[src/rtl/sram_bist_pkg.sv]
// Shared types and constants for the March C- SRAM BIST.
//   state_e    : sequencer FSM states
//   elem_e     : March element index E0..E5
//   elem_cfg_t : per-element direction, read/write enables and data backgrounds
//   ELEM_TBL   : March C- element table, indexed by elem_e
package sram_bist_pkg;

  localparam int unsigned ELEM_W    = 3;
  localparam int unsigned ERR_CNT_W = 16;

  typedef enum logic [1:0] {IDLE, RUN, DRAIN, DONE} state_e;

  typedef enum logic [ELEM_W-1:0] {E0, E1, E2, E3, E4, E5} elem_e;

  // down: walk DEPTH-1..0; rd_bg/wr_bg: background bit replicated across the word
  typedef struct packed {
    logic down;
    logic has_rd;
    logic has_wr;
    logic rd_bg;
    logic wr_bg;
  } elem_cfg_t;

  // Padded to 8 entries so any elem_e encoding indexes a defined row
  localparam elem_cfg_t ELEM_TBL [8] = '{
    '{down: 1'b0, has_rd: 1'b0, has_wr: 1'b1, rd_bg: 1'b0, wr_bg: 1'b0},  // E0 up   (w0)
    '{down: 1'b0, has_rd: 1'b1, has_wr: 1'b1, rd_bg: 1'b0, wr_bg: 1'b1},  // E1 up   (r0,w1)
    '{down: 1'b0, has_rd: 1'b1, has_wr: 1'b1, rd_bg: 1'b1, wr_bg: 1'b0},  // E2 up   (r1,w0)
    '{down: 1'b1, has_rd: 1'b1, has_wr: 1'b1, rd_bg: 1'b0, wr_bg: 1'b1},  // E3 down (r0,w1)
    '{down: 1'b1, has_rd: 1'b1, has_wr: 1'b1, rd_bg: 1'b1, wr_bg: 1'b0},  // E4 down (r1,w0)
    '{down: 1'b0, has_rd: 1'b1, has_wr: 1'b0, rd_bg: 1'b0, wr_bg: 1'b0},  // E5 up   (r0)
    '0,
    '0
  };

  function automatic elem_e next_elem(elem_e e);
    return elem_e'(3'(e) + 3'd1);
  endfunction

endpackage

[src/rtl/sram_bist_chk.sv]
// Read-data checker: aligns each issued read with the cycle its data is valid,
// compares against the expected word, captures the first failure and counts
// mismatches with saturation.
//   clr_i        : clear all results (test start)
//   rd_i         : a read is being presented to the memory this cycle
//   exp_i/addr_i/elem_i : expected word and location of that read
//   rd_data_i    : memory read data
//   mis_c        : combinational mismatch for the read completing this cycle
//   fail_o, fail_addr_o, fail_elem_o, err_cnt_o : registered results
module sram_bist_chk
  import sram_bist_pkg::*;
#(
  parameter int unsigned WIDTH = 32,
  parameter int unsigned AW    = 10
) (
  input  logic                 clk,
  input  logic                 rstn,
  input  logic                 clr_i,
  input  logic                 rd_i,
  input  logic [WIDTH-1:0]     exp_i,
  input  logic [AW-1:0]        addr_i,
  input  elem_e                elem_i,
  input  logic [WIDTH-1:0]     rd_data_i,
  output logic                 mis_c,
  output logic                 fail_o,
  output logic [AW-1:0]        fail_addr_o,
  output logic [ELEM_W-1:0]    fail_elem_o,
  output logic [ERR_CNT_W-1:0] err_cnt_o
);

  logic                 s1_vld_q;
  logic [WIDTH-1:0]     s1_exp_q;
  logic [AW-1:0]        s1_addr_q;
  elem_e                s1_elem_q;
  logic                 fail_q;
  logic [AW-1:0]        fail_addr_q;
  logic [ELEM_W-1:0]    fail_elem_q;
  logic [ERR_CNT_W-1:0] err_cnt_q;

  // Stage 1 holds the read the memory captured at the last edge
  always_comb begin
    mis_c = s1_vld_q && (rd_data_i != s1_exp_q);
  end

  always_ff @(posedge clk or negedge rstn) begin
    if (!rstn) begin
      s1_vld_q    <= 1'b0;
      s1_exp_q    <= '0;
      s1_addr_q   <= '0;
      s1_elem_q   <= E0;
      fail_q      <= 1'b0;
      fail_addr_q <= '0;
      fail_elem_q <= '0;
      err_cnt_q   <= '0;
    end else begin
      s1_vld_q  <= rd_i && !clr_i;
      s1_exp_q  <= exp_i;
      s1_addr_q <= addr_i;
      s1_elem_q <= elem_i;
      if (clr_i) begin
        fail_q      <= 1'b0;
        fail_addr_q <= '0;
        fail_elem_q <= '0;
        err_cnt_q   <= '0;
      end else if (mis_c) begin
        if (err_cnt_q != '1) begin
          err_cnt_q <= err_cnt_q + ERR_CNT_W'(1);
        end
        // Only the first failure location is kept
        if (!fail_q) begin
          fail_q      <= 1'b1;
          fail_addr_q <= s1_addr_q;
          fail_elem_q <= s1_elem_q;
        end
      end
    end
  end

  assign fail_o      = fail_q;
  assign fail_addr_o = fail_addr_q;
  assign fail_elem_o = fail_elem_q;
  assign err_cnt_o   = err_cnt_q;

endmodule

[src/rtl/sram_march_bist.sv]
// March C- BIST initiator for a single-port sram. Issues one memory op per
// cycle over all six elements, then reports pass/fail, first failing
// address/element and a saturating mismatch count.
//   clk, rstn              : clock, async active-low reset
//   start                  : test request (accepted in IDLE or DONE)
//   busy, done             : test in progress / finished (done held)
//   fail, fail_addr, fail_elem, err_cnt : results
//   mem_wren, mem_rden, mem_addr, mem_wr_data : registered sram request
//   mem_rd_data            : sram read data
module sram_march_bist
  import sram_bist_pkg::*;
#(
  parameter int unsigned  WIDTH        = 32,
  parameter int unsigned  DEPTH        = 1024,
  parameter bit           STOP_ON_FAIL = 1'b0,
  localparam int unsigned AW           = $clog2(DEPTH)
) (
  input  logic                 clk,
  input  logic                 rstn,
  input  logic                 start,
  output logic                 busy,
  output logic                 done,
  output logic                 fail,
  output logic [AW-1:0]        fail_addr,
  output logic [ELEM_W-1:0]    fail_elem,
  output logic [ERR_CNT_W-1:0] err_cnt,
  output logic                 mem_wren,
  output logic                 mem_rden,
  output logic [AW-1:0]        mem_addr,
  output logic [WIDTH-1:0]     mem_wr_data,
  input  logic [WIDTH-1:0]     mem_rd_data
);

  localparam logic [AW-1:0] LAST = AW'(DEPTH - 1);

  state_e           state_q, state_d;
  elem_e            elem_q, elem_d;
  logic [AW-1:0]    addr_q, addr_d;
  logic             ph_q, ph_d;
  logic             busy_q, busy_d;
  logic             done_q, done_d;
  logic             mem_wren_q, mem_wren_d;
  logic             mem_rden_q, mem_rden_d;
  logic [AW-1:0]    mem_addr_q, mem_addr_d;
  logic [WIDTH-1:0] mem_wr_data_q, mem_wr_data_d;

  logic             op_vld;
  logic             clr_c;
  logic             at_end_c;
  logic             mis_c;
  logic             halt_c;
  elem_e            elem_nxt;

  assign elem_nxt = next_elem(elem_q);
  // Last address of the current element in its walk direction
  assign at_end_c = ELEM_TBL[elem_q].down ? (addr_q == '0) : (addr_q == LAST);
  assign halt_c   = STOP_ON_FAIL && mis_c;

  always_ff @(posedge clk or negedge rstn) begin
    if (!rstn) begin
      state_q       <= IDLE;
      elem_q        <= E0;
      addr_q        <= '0;
      ph_q          <= 1'b0;
      busy_q        <= 1'b0;
      done_q        <= 1'b0;
      mem_wren_q    <= 1'b0;
      mem_rden_q    <= 1'b0;
      mem_addr_q    <= '0;
      mem_wr_data_q <= '0;
    end else begin
      state_q       <= state_d;
      elem_q        <= elem_d;
      addr_q        <= addr_d;
      ph_q          <= ph_d;
      busy_q        <= busy_d;
      done_q        <= done_d;
      mem_wren_q    <= mem_wren_d;
      mem_rden_q    <= mem_rden_d;
      mem_addr_q    <= mem_addr_d;
      mem_wr_data_q <= mem_wr_data_d;
    end
  end

  // Sequencer: (elem, addr, ph) names the op presented this cycle; compute the next one
  always_comb begin
    state_d       = state_q;
    elem_d        = elem_q;
    addr_d        = addr_q;
    ph_d          = ph_q;
    op_vld        = 1'b0;
    clr_c         = 1'b0;
    mem_wren_d    = 1'b0;
    mem_rden_d    = 1'b0;
    mem_addr_d    = mem_addr_q;
    mem_wr_data_d = mem_wr_data_q;

    case (state_q)
      IDLE, DONE: begin
        if (start) begin
          state_d = RUN;
          elem_d  = E0;
          addr_d  = '0;
          ph_d    = 1'b0;
          clr_c   = 1'b1;
          op_vld  = 1'b1;
        end
      end
      RUN: begin
        if (halt_c) begin
          state_d = DONE;
        end else if (ELEM_TBL[elem_q].has_rd && ELEM_TBL[elem_q].has_wr && !ph_q) begin
          ph_d   = 1'b1;
          op_vld = 1'b1;
        end else if (at_end_c) begin
          if (elem_q == E5) begin
            state_d = DRAIN;
          end else begin
            elem_d = elem_nxt;
            addr_d = ELEM_TBL[elem_nxt].down ? LAST : '0;
            ph_d   = 1'b0;
            op_vld = 1'b1;
          end
        end else begin
          addr_d = ELEM_TBL[elem_q].down ? (addr_q - AW'(1)) : (addr_q + AW'(1));
          ph_d   = 1'b0;
          op_vld = 1'b1;
        end
      end
      DRAIN: begin
        state_d = DONE;
      end
      default: begin
        state_d = IDLE;
      end
    endcase

    // Read phase first when the element reads; otherwise write
    if (op_vld) begin
      mem_addr_d = addr_d;
      if (ELEM_TBL[elem_d].has_rd && !ph_d) begin
        mem_rden_d = 1'b1;
      end else begin
        mem_wren_d    = 1'b1;
        mem_wr_data_d = {WIDTH{ELEM_TBL[elem_d].wr_bg}};
      end
    end

    busy_d = (state_d == RUN) || (state_d == DRAIN);
    done_d = (state_d == DONE);
  end

  // A halting mismatch also squashes a read already in flight behind it
  sram_bist_chk #(
    .WIDTH (WIDTH),
    .AW    (AW)
  ) u_chk (
    .clk         (clk),
    .rstn        (rstn),
    .clr_i       (clr_c),
    .rd_i        (mem_rden_q && !halt_c),
    .exp_i       ({WIDTH{ELEM_TBL[elem_q].rd_bg}}),
    .addr_i      (mem_addr_q),
    .elem_i      (elem_q),
    .rd_data_i   (mem_rd_data),
    .mis_c       (mis_c),
    .fail_o      (fail),
    .fail_addr_o (fail_addr),
    .fail_elem_o (fail_elem),
    .err_cnt_o   (err_cnt)
  );

  assign busy        = busy_q;
  assign done        = done_q;
  assign mem_wren    = mem_wren_q;
  assign mem_rden    = mem_rden_q;
  assign mem_addr    = mem_addr_q;
  assign mem_wr_data = mem_wr_data_q;

endmodule

[config.mk]
export PLATFORM = sky130hd
export DESIGN_NAME = sram_march_bist
export DESIGN_NICKNAME = d
export VERILOG_FILES = /design/src/rtl/sram_bist_pkg.sv /design/src/rtl/sram_bist_chk.sv /design/src/rtl/sram_march_bist.sv
export SDC_FILE = /design/constraint.sdc
export NUM_CORES = 1
export LEC_CHECK = 0
export ABC_AREA = 1
export BUFFER_PORTS_ARGS = -buffer_cell sky130_fd_sc_hd__buf_2
export CAP_MARGIN = 20
export CORE_MARGIN = 2
export CORE_UTILIZATION = 30
export DETAILED_ROUTE_END_ITERATION = 7
export GPL_ROUTABILITY_DRIVEN = 1
export GPL_TIMING_DRIVEN = 0
export PLACE_DENSITY_LB_ADDON = 0.05
export REMOVE_ABC_BUFFERS = 1
export SYNTH_ARGS = -nofsm -noshare
export SYNTH_HDL_FRONTEND = slang
export SYNTH_SLANG_ARGS = --single-unit
[constraint.sdc]
create_clock -name clk -period 2.7 [get_ports clk]
set_input_delay 0 -clock clk [delete_from_list [all_inputs] [get_ports clk]]
set_output_delay 0 -clock clk [all_outputs]
set_load 0.005 [all_outputs]
Yosys cells after proc, flatten, opt, wreduce, memory -nomap -nowiden --
Memories as Yosys holds them, arrays and structs flattened. Cells that the tools add are included.
Word-level totals: ROM bits 120, bits in latches 0, register bits 76, input port bits 35, bits in writable memories 0, memories 3, word-level logic and storage cells 110, output and inout port bits 76
Operators by class: div/mod/pow operators 0, bitwise logic cells 4, eq/ne operators 11, $add $sub $neg 4, mux-type cells 50, reductions and logical operators 17, shifts and indexed selects 0, $mul 0, magnitude comparators 3
Memory list:
- (no name shown) | words 8, bits a word 5, rd ports 1, clocked after Yosys merged registers in 0, wr ports 0, RTL line sram_march_bist.sv:162 | .exp_i ({WIDTH{ELEM_TBL[elem_q].rd_bg}}),
- (no name shown) | words 8, bits a word 5, rd ports 1, clocked after Yosys merged registers in 0, wr ports 0, RTL line sram_march_bist.sv:145 | mem_wr_data_d = {WIDTH{ELEM_TBL[elem_d].wr_bg}};
- (no name shown) | words 8, bits a word 5, rd ports 1, clocked after Yosys merged registers in 0, wr ports 0, RTL line sram_march_bist.sv:120 | addr_d = ELEM_TBL[elem_nxt].down ? LAST : '0;
Operator list (count):
- 2-to-1 mux 10 bit | 9
- 2-to-1 mux 16 bit | 3
- != test 32 bit | 1
- 2-to-1 mux 3 bit | 7
- 2-to-1 mux 5 bit | 4
- one-hot mux 10 bit (2 select lines) | 1
- adder 16 x 1 -> 16 bit (second input constant) | 1
- 2-to-1 mux 1 bit | 16
- != test 16 bit (second input constant) | 1
- >= comparator 4 bit (second input constant) | 3
- inverter 3 -> 4 bit | 3
- adder 10 x 1 -> 10 bit (second input constant) | 1
- equality test 10 bit (second input constant) | 1
- zero test 10 bit | 1
- subtractor 10 x 1 -> 10 bit (second input constant) | 1
- equality test 2 bit (second input constant) | 4
- 2-to-1 mux 2 bit | 4
- 2-to-1 mux 4 bit | 2
- one-hot mux 2 bit (3 select lines) | 1
- one-hot mux 3 bit (2 select lines) | 1
- AND reduction 2 bit | 3
- logical AND 1 bit | 5
- equality test 2 x 1 -> 1 bit (second input constant) | 2
- one-hot mux 1 bit (2 select lines) | 2
- 9 further kinds | 12

Longest topological paths before layout --
Gate-level depths: netlist (run 1).
depth in word-level cells 15, depth in mapped cells 19

Hierarchy --
Synthesis (run 1) repeated with hierarchy kept, for this count alone.
Second synthesis, totals: cells, all modules 711, area, all modules 5729.2 sq um
Modules (own cells, without submodules):
- sram_bist_chk | area each 3359.5 sq um, cells an instance 380, sequential area each 1901.8 sq um, instances 1
- sram_march_bist | area each 2369.8 sq um, cells an instance 331, sequential area each 775.7 sq um, instances 1

Least setup slack after synthesis (run 1) --
OpenSTA, ideal clock, no wires.
kind flip-flop to flip-flop, from reg elem_q[0], to reg mem_addr_q[7] (netlist: mem_addr[7]), arrival time 2197 ps, cell stages (with the launch flop) 18, slack 387 ps, clock period less this slack 2313 ps, cell sequence dfrtp_1 > inv_1 > ha_1 > nand2_4 > nand2_4 > ha_1 > a21oi_1 > nand2_1 > nand3_1 > nand2_1 > a21boi_0 > a21oi_1 > o21ai_0 > nand2_1 > nand3_1 > nand2_1 > nand2_1 > nand2_1
On the way: cells in the longest elaborated chain, start to end 10, elaborated cells between the ends (all ways) 23, those cells by class add/sub: 1; eq/ne: 1; mux: 15; bitwise: 2; reduce/logical: 2; memory: 2
Ends and longest elaborated chain:
- start: declaration | RTL line sram_march_bist.sv:37 | elem_e elem_q, elem_d;
- start signal: assignment | RTL line sram_march_bist.sv:73 | elem_q <= elem_d;
- adder 3 x 1 -> 3 bit | RTL line sram_bist_pkg.sv:37 | return elem_e'(3'(e) + 3'd1);
- inverter 3 -> 4 bit (implied by the code) | RTL line sram_march_bist.sv:120
- memory read (8 x 5 bit)
- 2-to-1 mux 5 bit (implied by the code) (2 in series) | RTL line sram_march_bist.sv:120
- 2-to-1 mux 10 bit | RTL line sram_march_bist.sv:120
- 2-to-1 mux 10 bit | RTL line sram_march_bist.sv:116 | if (elem_q == E5) begin
- 2-to-1 mux 10 bit | RTL line sram_march_bist.sv:115 | end else if (at_end_c) begin
- 2-to-1 mux 10 bit (*) | RTL line sram_march_bist.sv:112 | end else if (ELEM_TBL[elem_q].has_rd && ELEM_TBL[elem_q].has_wr && !ph_q) begin
- one-hot mux 10 bit (2 select lines) (*) | RTL line sram_march_bist.sv:98 | case (state_q)
- via addr_d[7] | RTL line sram_march_bist.sv:38 | logic [AW-1:0] addr_q, addr_d;
- end signal: assignment | RTL line sram_march_bist.sv:80 | mem_addr_q <= mem_addr_d;
- end: declaration | RTL line sram_march_bist.sv:44 | logic [AW-1:0] mem_addr_q, mem_addr_d;
Mark *: on every way through the listed nets, which the timed path passes. The rest lies on a longest branch. The select of a mux whose other input is x is not followed. A chain may end at the register's enable or synchronous reset.

Final worst setup path (run 1) --
from reg elem_q[1], to reg mem_addr_q[7] (netlist: mem_addr[7])
The elaborated chain is that of the path after synthesis.

==> reports/metrics.cfg, run 1 <==
[status]
status=complete, no violations

[route]
drt_iter0_drc=240
routedWlPerCell_um=14.2
routed.top_layer=met4
num_vias=4216
wl_met1_mm=5.89
met2_length_mm=5.77
firstDrtPassIters=4
route.detailed.drc=0
route.met3.wl_um=800
drt_wl_total_mm=12.6
vias_per_cell=4.76
final_antenna_net_count=0

[layout]
drive_gt1_share_pct=27.4
final_area_mm2=0.00568
diodes=0
finish.net_count=723
synthToLayoutAreaGrowth_pct=20.0

[worst_setup_path]
cp_max_fo=6
criticalPathCategory=reg -> reg
ff2ff_setup_slack_ps=220
reg2reg_to=mem_addr[7]
r2r_cells=17
cp-start-kind=flop
critical_path_arrival_ps=2720
cp-startpoint=elem_q[1]
critPathRequiredTime_ps=2940
worstSetupEndpointType=flop
r2r-start=elem_q[1]

[timing]
final-hold-violation-count=0
period_needed_ps=2480
tightest_slew_ps=920
slew_headroom_pct=38.5
min_period_over_period_pct=92.0
setup_viol_count_final=0
fin_skew_ps=8.90
fmax_ghz=0.403
slew_violations=0

[hold_path]
holdPathStages=5
holdPathEnd=mem_wr_data[0]
hold_class=in -> reg
worstHoldStart=start

[floorplan]
die_x_um=130
initial_utilization_pct=30.9
core_region_area_mm2=0.0153
die_h_um=130
std_cell_rows=45
die_area_mm2=0.0168
ios=111

[synthesis]
synthCells=589
netlist.top_cell.by_area=dfrtp_1
ys_types=46
synth_edf_count=0
synth_ff_type=dfrtp_1
synth_top_area_share_pct=40.2
ys_warn_count=0
syn_area_mm2=0.00473
async_reset_ff_share_pct=100
yosys-top-cells-area=dfrtp_1, nand2_1, nand3_1
yosysSeqAreaShare_pct=40.2
avgSynthCellArea_um2=8.03
ys_ff_latch=76

[grt]
grt_start_max_net_pins=49
grt_pass1_wl_mm=20.2
antenna_found_initial=0
grtUsageTotal_pct=15.4
grt_pass1_vias=4029
grt-ovfl-total=0

[clock_network]
cts.path.max_buffers=2
cts_tree=done
root_buffer=clkbuf_16
htree_levels=3
cts_inserted_buffers=9
clkSinkCount=76
insertion_delay_ps=350
clkSlewWorstSetupHoldPaths_ps=60

[placement]
dpl.hpwl_mm=9.35
gp_congestion=0.845
io_buffers=110
place_area_mm2=0.00525

[pwr]
powerDensity_mw_per_mm2=666
vdd_drop_max_mv=0.437
p_leak_nw=3.06
power.total_w=0.00378

[run]
drv_cap=0

## worst max-delay path, cell delays in order (launching register included)
cell and delay [ps]:
dfrtp_2 460, inv_2 120, ha_2 200, nand2_4 100, nand2_8 140, ha_4 220
a21oi_1 150, nand2_2 80, nand3_1 80, nand2_2 80, a21boi_1 170, a21oi_1 80
o21ai_1 120, nand2_1 90, nand3_1 80, nand2_1 80, nand2_1 80, nand2_1 50
## Yosys cell counts (10+ instances only)
library cell / n
xor2_1: 15
ha_1: 18
nand2_1: 142
nor2_1: 32
a21oi_1: 14
nand3_1: 61
buf_4: 34
dfrtp_1: 76
nand2_2: 10
o21ai_0: 12
nand4_1: 36
inv_1: 55
## cells in the final DEF, fill, tap and decap left out, drive strengths merged, types with 2 or more instances in the layout
| cell | count |
|---|---|
| nor3 | 8 |
| nor4 | 10 |
| xor2 | 15 |
| nand4 | 36 |
| inv | 62 |
| bufinv | 2 |
| o31ai | 2 |
| clkbuf | 11 |
| o21ai | 19 |
| buf | 116 |
| o41ai | 3 |
| xnor2 | 3 |
| o22ai | 2 |
| or2 | 3 |
| dfrtp | 76 |
| nand2 | 159 |
| nor2 | 36 |
| nand3 | 66 |
| a21oi | 15 |
| ha | 18 |
## state kept, by name (all words and copies together) (netlist names), 2 cells and up
name / flops
u_chk.fail_addr_o: 10
state_q: 2
u_chk.s1_elem_q: 3
addr_q: 10
u_chk.fail_elem_o: 3
u_chk.err_cnt_o: 16
u_chk.s1_addr_q: 10
mem_addr: 10
elem_q: 3
## worst max path at each step
stage | end | cells after the start
5_1_grt | busy | 13
6_report | mem_addr[7] | 17
3_5_place_dp | mem_addr[7] | 17
3_3_place_gp | busy | 6
4_1_cts | mem_addr[7] | 17
2_1_floorplan | busy | 6
## power by group
group          switching (W)  leakage (nW)  total [W]  internal (W)
Combinational       0.000752          1.87    0.00110      0.000351
Sequential          0.000108          1.04    0.00137       0.00127
Clock               0.000490         0.150    0.00131      0.000815
## final cells by class
cell class	instances	area, µm²
fill	1615	9640
multi-input combinational	404	2320
sequential	76	1900
timing repair buffer	117	633
tap	211	264
inverter	61	236
clock buffer	11	233
clock inverter	5	85.1
## stage by stage
step	utilization (%)	worst slack [ps]	instances	hold WS (ps)	setup TNS [ps]
after global placement	34.0	-1010	861	382	-13950
after CTS	36.5	15.6	880	154	0
after global routing	37.1	-3.62	885	164	-3.62
after detailed placement	34.3	-137	863	14.2	-188
final	37.1	216	885	143	0
after floorplan	-	-44.1	540	-296	-44.1
## cell families (layout without fill, tap and decap cells)
| kind of cell | after synthesis | in the layout | share of synthesized area [%] |
|---|---|---|---|
| and+or+nand+nor | 318 | 319 | 32.5 |
| buffers and inverters | 110 | 194 | 12.3 |
| DFF | 76 | 76 | 40.2 |
| AOI/OAI and AO/OA | 48 | 48 | 6.48 |
| adders and majority gates | 19 | 19 | 5.18 |
| xor gates and xnor gates | 18 | 18 | 3.33 |
## metal layers
metal / vias to the layer above / track usage, %
met4: 0 / 4.49
met2: 130 / 25.2
li1: 2091 / -
met3: 10 / 4.09
met5: - / 0
met1: 1985 / 20.1
## timing repair
action	CTS	global route
endpoints found under the hold margin	38	0
hold buffers	1	0
gates cloned	0	1
buffers inserted	0	4
resized for setup	5	15
pin swaps	0	2
setup endpoints to repair	4	18
No activity file was read; power rests on OpenSTA's default activity.
==> inputs of run 2 (changes only) <==
--- a/config.mk
+++ b/config.mk
@@ -10,10 +10,12 @@
 export CAP_MARGIN = 20
 export CORE_MARGIN = 2
 export CORE_UTILIZATION = 30
+export CTS_BUF_LIST = sky130_fd_sc_hd__clkbuf_2 sky130_fd_sc_hd__clkbuf_4 sky130_fd_sc_hd__clkbuf_8
 export DETAILED_ROUTE_END_ITERATION = 7
 export GPL_ROUTABILITY_DRIVEN = 1
 export GPL_TIMING_DRIVEN = 0
 export PLACE_DENSITY_LB_ADDON = 0.05
+export RECOVER_POWER = 25
 export REMOVE_ABC_BUFFERS = 1
 export SYNTH_ARGS = -nofsm -noshare
 export SYNTH_HDL_FRONTEND = slang
==> reports/metrics.cfg, run 2 (synthesized netlist as in run 1, its figures left out) <==
[floorplan]
std_cell_rows=45  ; unchanged
ios=111  ; unchanged
initial_utilization_pct=30.9  ; unchanged
die_area_mm2=0.0168  ; unchanged
die_x_um=130  ; unchanged
core_region_area_mm2=0.0153  ; unchanged
die_h_um=130  ; unchanged

[layout]
final_common_cell=nand2_1  ; unchanged
largest_reg_flops=16  ; unchanged
final_cell_mix=nand2_1, buf_2, dfrtp_1  ; unchanged
finish.net_count=724  ; was 723
diodes=0  ; unchanged
drive_gt1_share_pct=27.9  ; was 27.4%
synthToLayoutAreaGrowth_pct=18.2  ; was 20.0%

[route]
firstDrtPassIters=4  ; unchanged
routedWlPerCell_um=14.2  ; about the same
vias_per_cell=4.74  ; was 4.76
final_antenna_net_count=0  ; unchanged
drt_wl_total_mm=12.6  ; about the same
route.detailed.drc=0  ; unchanged
drt_iter0_drc=233  ; was 240
num_vias=4200  ; was 4216

[timing]
timing.hold.ws_ps=123  ; was 143 ps
fmax_ghz=0.403  ; about the same
setup_viol_count_final=0  ; unchanged
fin_ws_ps=216  ; about the same
period_needed_ps=2480  ; about the same
fin_skew_ps=13.4  ; was 8.90 ps
slew_violations=39  ; was 0
final-hold-violation-count=0  ; unchanged
tightest_slew_ps=2180  ; was 920 ps
rsz0062_at_grt=no
min_period_over_period_pct=92.0  ; about the same
slew_headroom_pct=-45.5  ; was 38.5%

[clock_network]
cts_inserted_buffers=9  ; unchanged
cts_tree=done  ; unchanged
clkSinkCount=76  ; unchanged
htree_levels=3  ; unchanged
insertion_delay_ps=370  ; was 350 ps
root_buffer=clkbuf_8  ; was clkbuf_16
clkSlewWorstSetupHoldPaths_ps=80  ; was 60 ps
cts.path.max_buffers=2  ; unchanged

[grt]
grt_start_max_net_pins=49  ; unchanged
grt_pass1_vias=4021  ; was 4029
grt-ovfl-total=0  ; unchanged
grtUsageTotal_pct=15.3  ; was 15.4%
antenna_found_initial=0  ; unchanged
grt_pass1_wl_mm=20.1  ; was 20.2 mm

[pwr]
sw_frac_of_total_pct=37.9  ; was 35.7%
powerDensity_mw_per_mm2=625  ; was 666 mW/mm²
p_leak_nw=3.02  ; was 3.06 nW
p_int_w=0.00217  ; was 0.00243 W
p_comb_share_pct=32.3  ; was 29.2%
seq_power_share_pct=39.3  ; was 36.3%
vdd_drop_max_mv=0.461  ; was 0.437 mV
switchingPower_w=0.00133  ; was 0.00135 W
p_clk_share_pct=28.4  ; was 34.5%

[worst_setup_path]
cp_max_fo=6  ; unchanged
cp-start-kind=flop  ; unchanged
critPathRequiredTime_ps=2960  ; was 2940 ps
worstSetupEndpointType=flop  ; unchanged
critical_path_arrival_ps=2740  ; was 2720 ps
r2r_cells=17  ; unchanged
criticalPathCategory=reg -> reg  ; unchanged

[hold_path]
hold_class=in -> reg  ; unchanged
holdPathStages=5  ; unchanged

[placement]
gp_congestion=0.845  ; unchanged
dp_slack_ps=-137  ; unchanged
io_buffers=110  ; unchanged
dpl.hpwl_mm=9.35  ; unchanged

[status]
violations=capacitance limit, slew limit
status=finished, violations left  ; was complete, no violations

[run]
drv_cap=1  ; was 0

-- run 2: critical path, stage by stage, from the launching register on --
cell	delay [ps]
dfrtp_2	460
inv_2	120
ha_2	200
nand2_4	100
nand2_8	140
ha_4	220
a21oi_1	150
nand2_2	80
nand3_1	80
nand2_2	80
a21boi_1	170
a21oi_1	80
o21ai_1	120
nand2_1	90
nand3_1	80
nand2_1	80
nand2_1	80
nand2_1	50
-- run 2: cell type report --
class / count / area (µm²)
Sequential cell: 76 / 1900
Timing Repair Buffer: 118 / 637
Fill cell: 1628 / 9720
Tap cell: 211 / 264
Inverter: 61 / 236
Clock buffer: 11 / 139
Clock inverter: 5 / 85.1
Multi-Input combinational cell: 404 / 2330
-- run 2: repair_timing --
action | 4_1_cts | 5_1_grt
pin swaps | 0 | 2
hold buffers | 1 | 0
gates resized for setup | 5 | 16
hold endpoints to repair | 38 | 0
endpoints found under the setup margin | 4 | 18
setup buffers | 0 | 5
cloned | 0 | 1
-- run 2: routing by layer --
layer  wire, µm  GRT usage [%]
met2       5660           24.9
met1       5990           20.3
met3        775           3.84
met4        131           4.43
met5          0              0
-- run 2: worst paths after layout --
path | startpoint | end | slack [ps]
max | elem_q[1] | mem_addr[7] | 220
min | start | mem_wr_data[0] | 120
max reg2reg | elem_q[1] | mem_addr[7] | 220
min reg2reg | mem_addr[1] | u_chk.s1_addr_q[1] | 410
max in group asynchronous | rstn | u_chk.err_cnt_o[0] | 620
min in group asynchronous | rstn | u_chk.err_cnt_o[4] | 820
-- run 2: power by group through the flow --
stage	logic, W	registers [W]	clock network, W
2_1_floorplan	0.000648	0.00137	0
3_3_place_gp	0.00101	0.00139	0
3_5_place_dp	0.00107	0.00139	0
4_1_cts	0.00107	0.00137	0.00103
5_1_grt	0.00127	0.00139	0.00107
6_report	0.00113	0.00137	0.000993
-- run 2: stage by stage --
step | TNS, ps | area (µm²) | total power, W | util (%) | std cells
after floorplan | -44.1 | 4390 | 0.00202 | - | 540
after global routing | 0 | 5590 | 0.00374 | 36.5 | 886
final | 0 | 5590 | 0.00349 | 36.5 | 886
after CTS | 0 | 5490 | 0.00347 | 35.9 | 880
after global placement | -13950 | 5200 | 0.00240 | 34.0 | 861
after detailed placement | -188 | 5250 | 0.00246 | 34.3 | 863
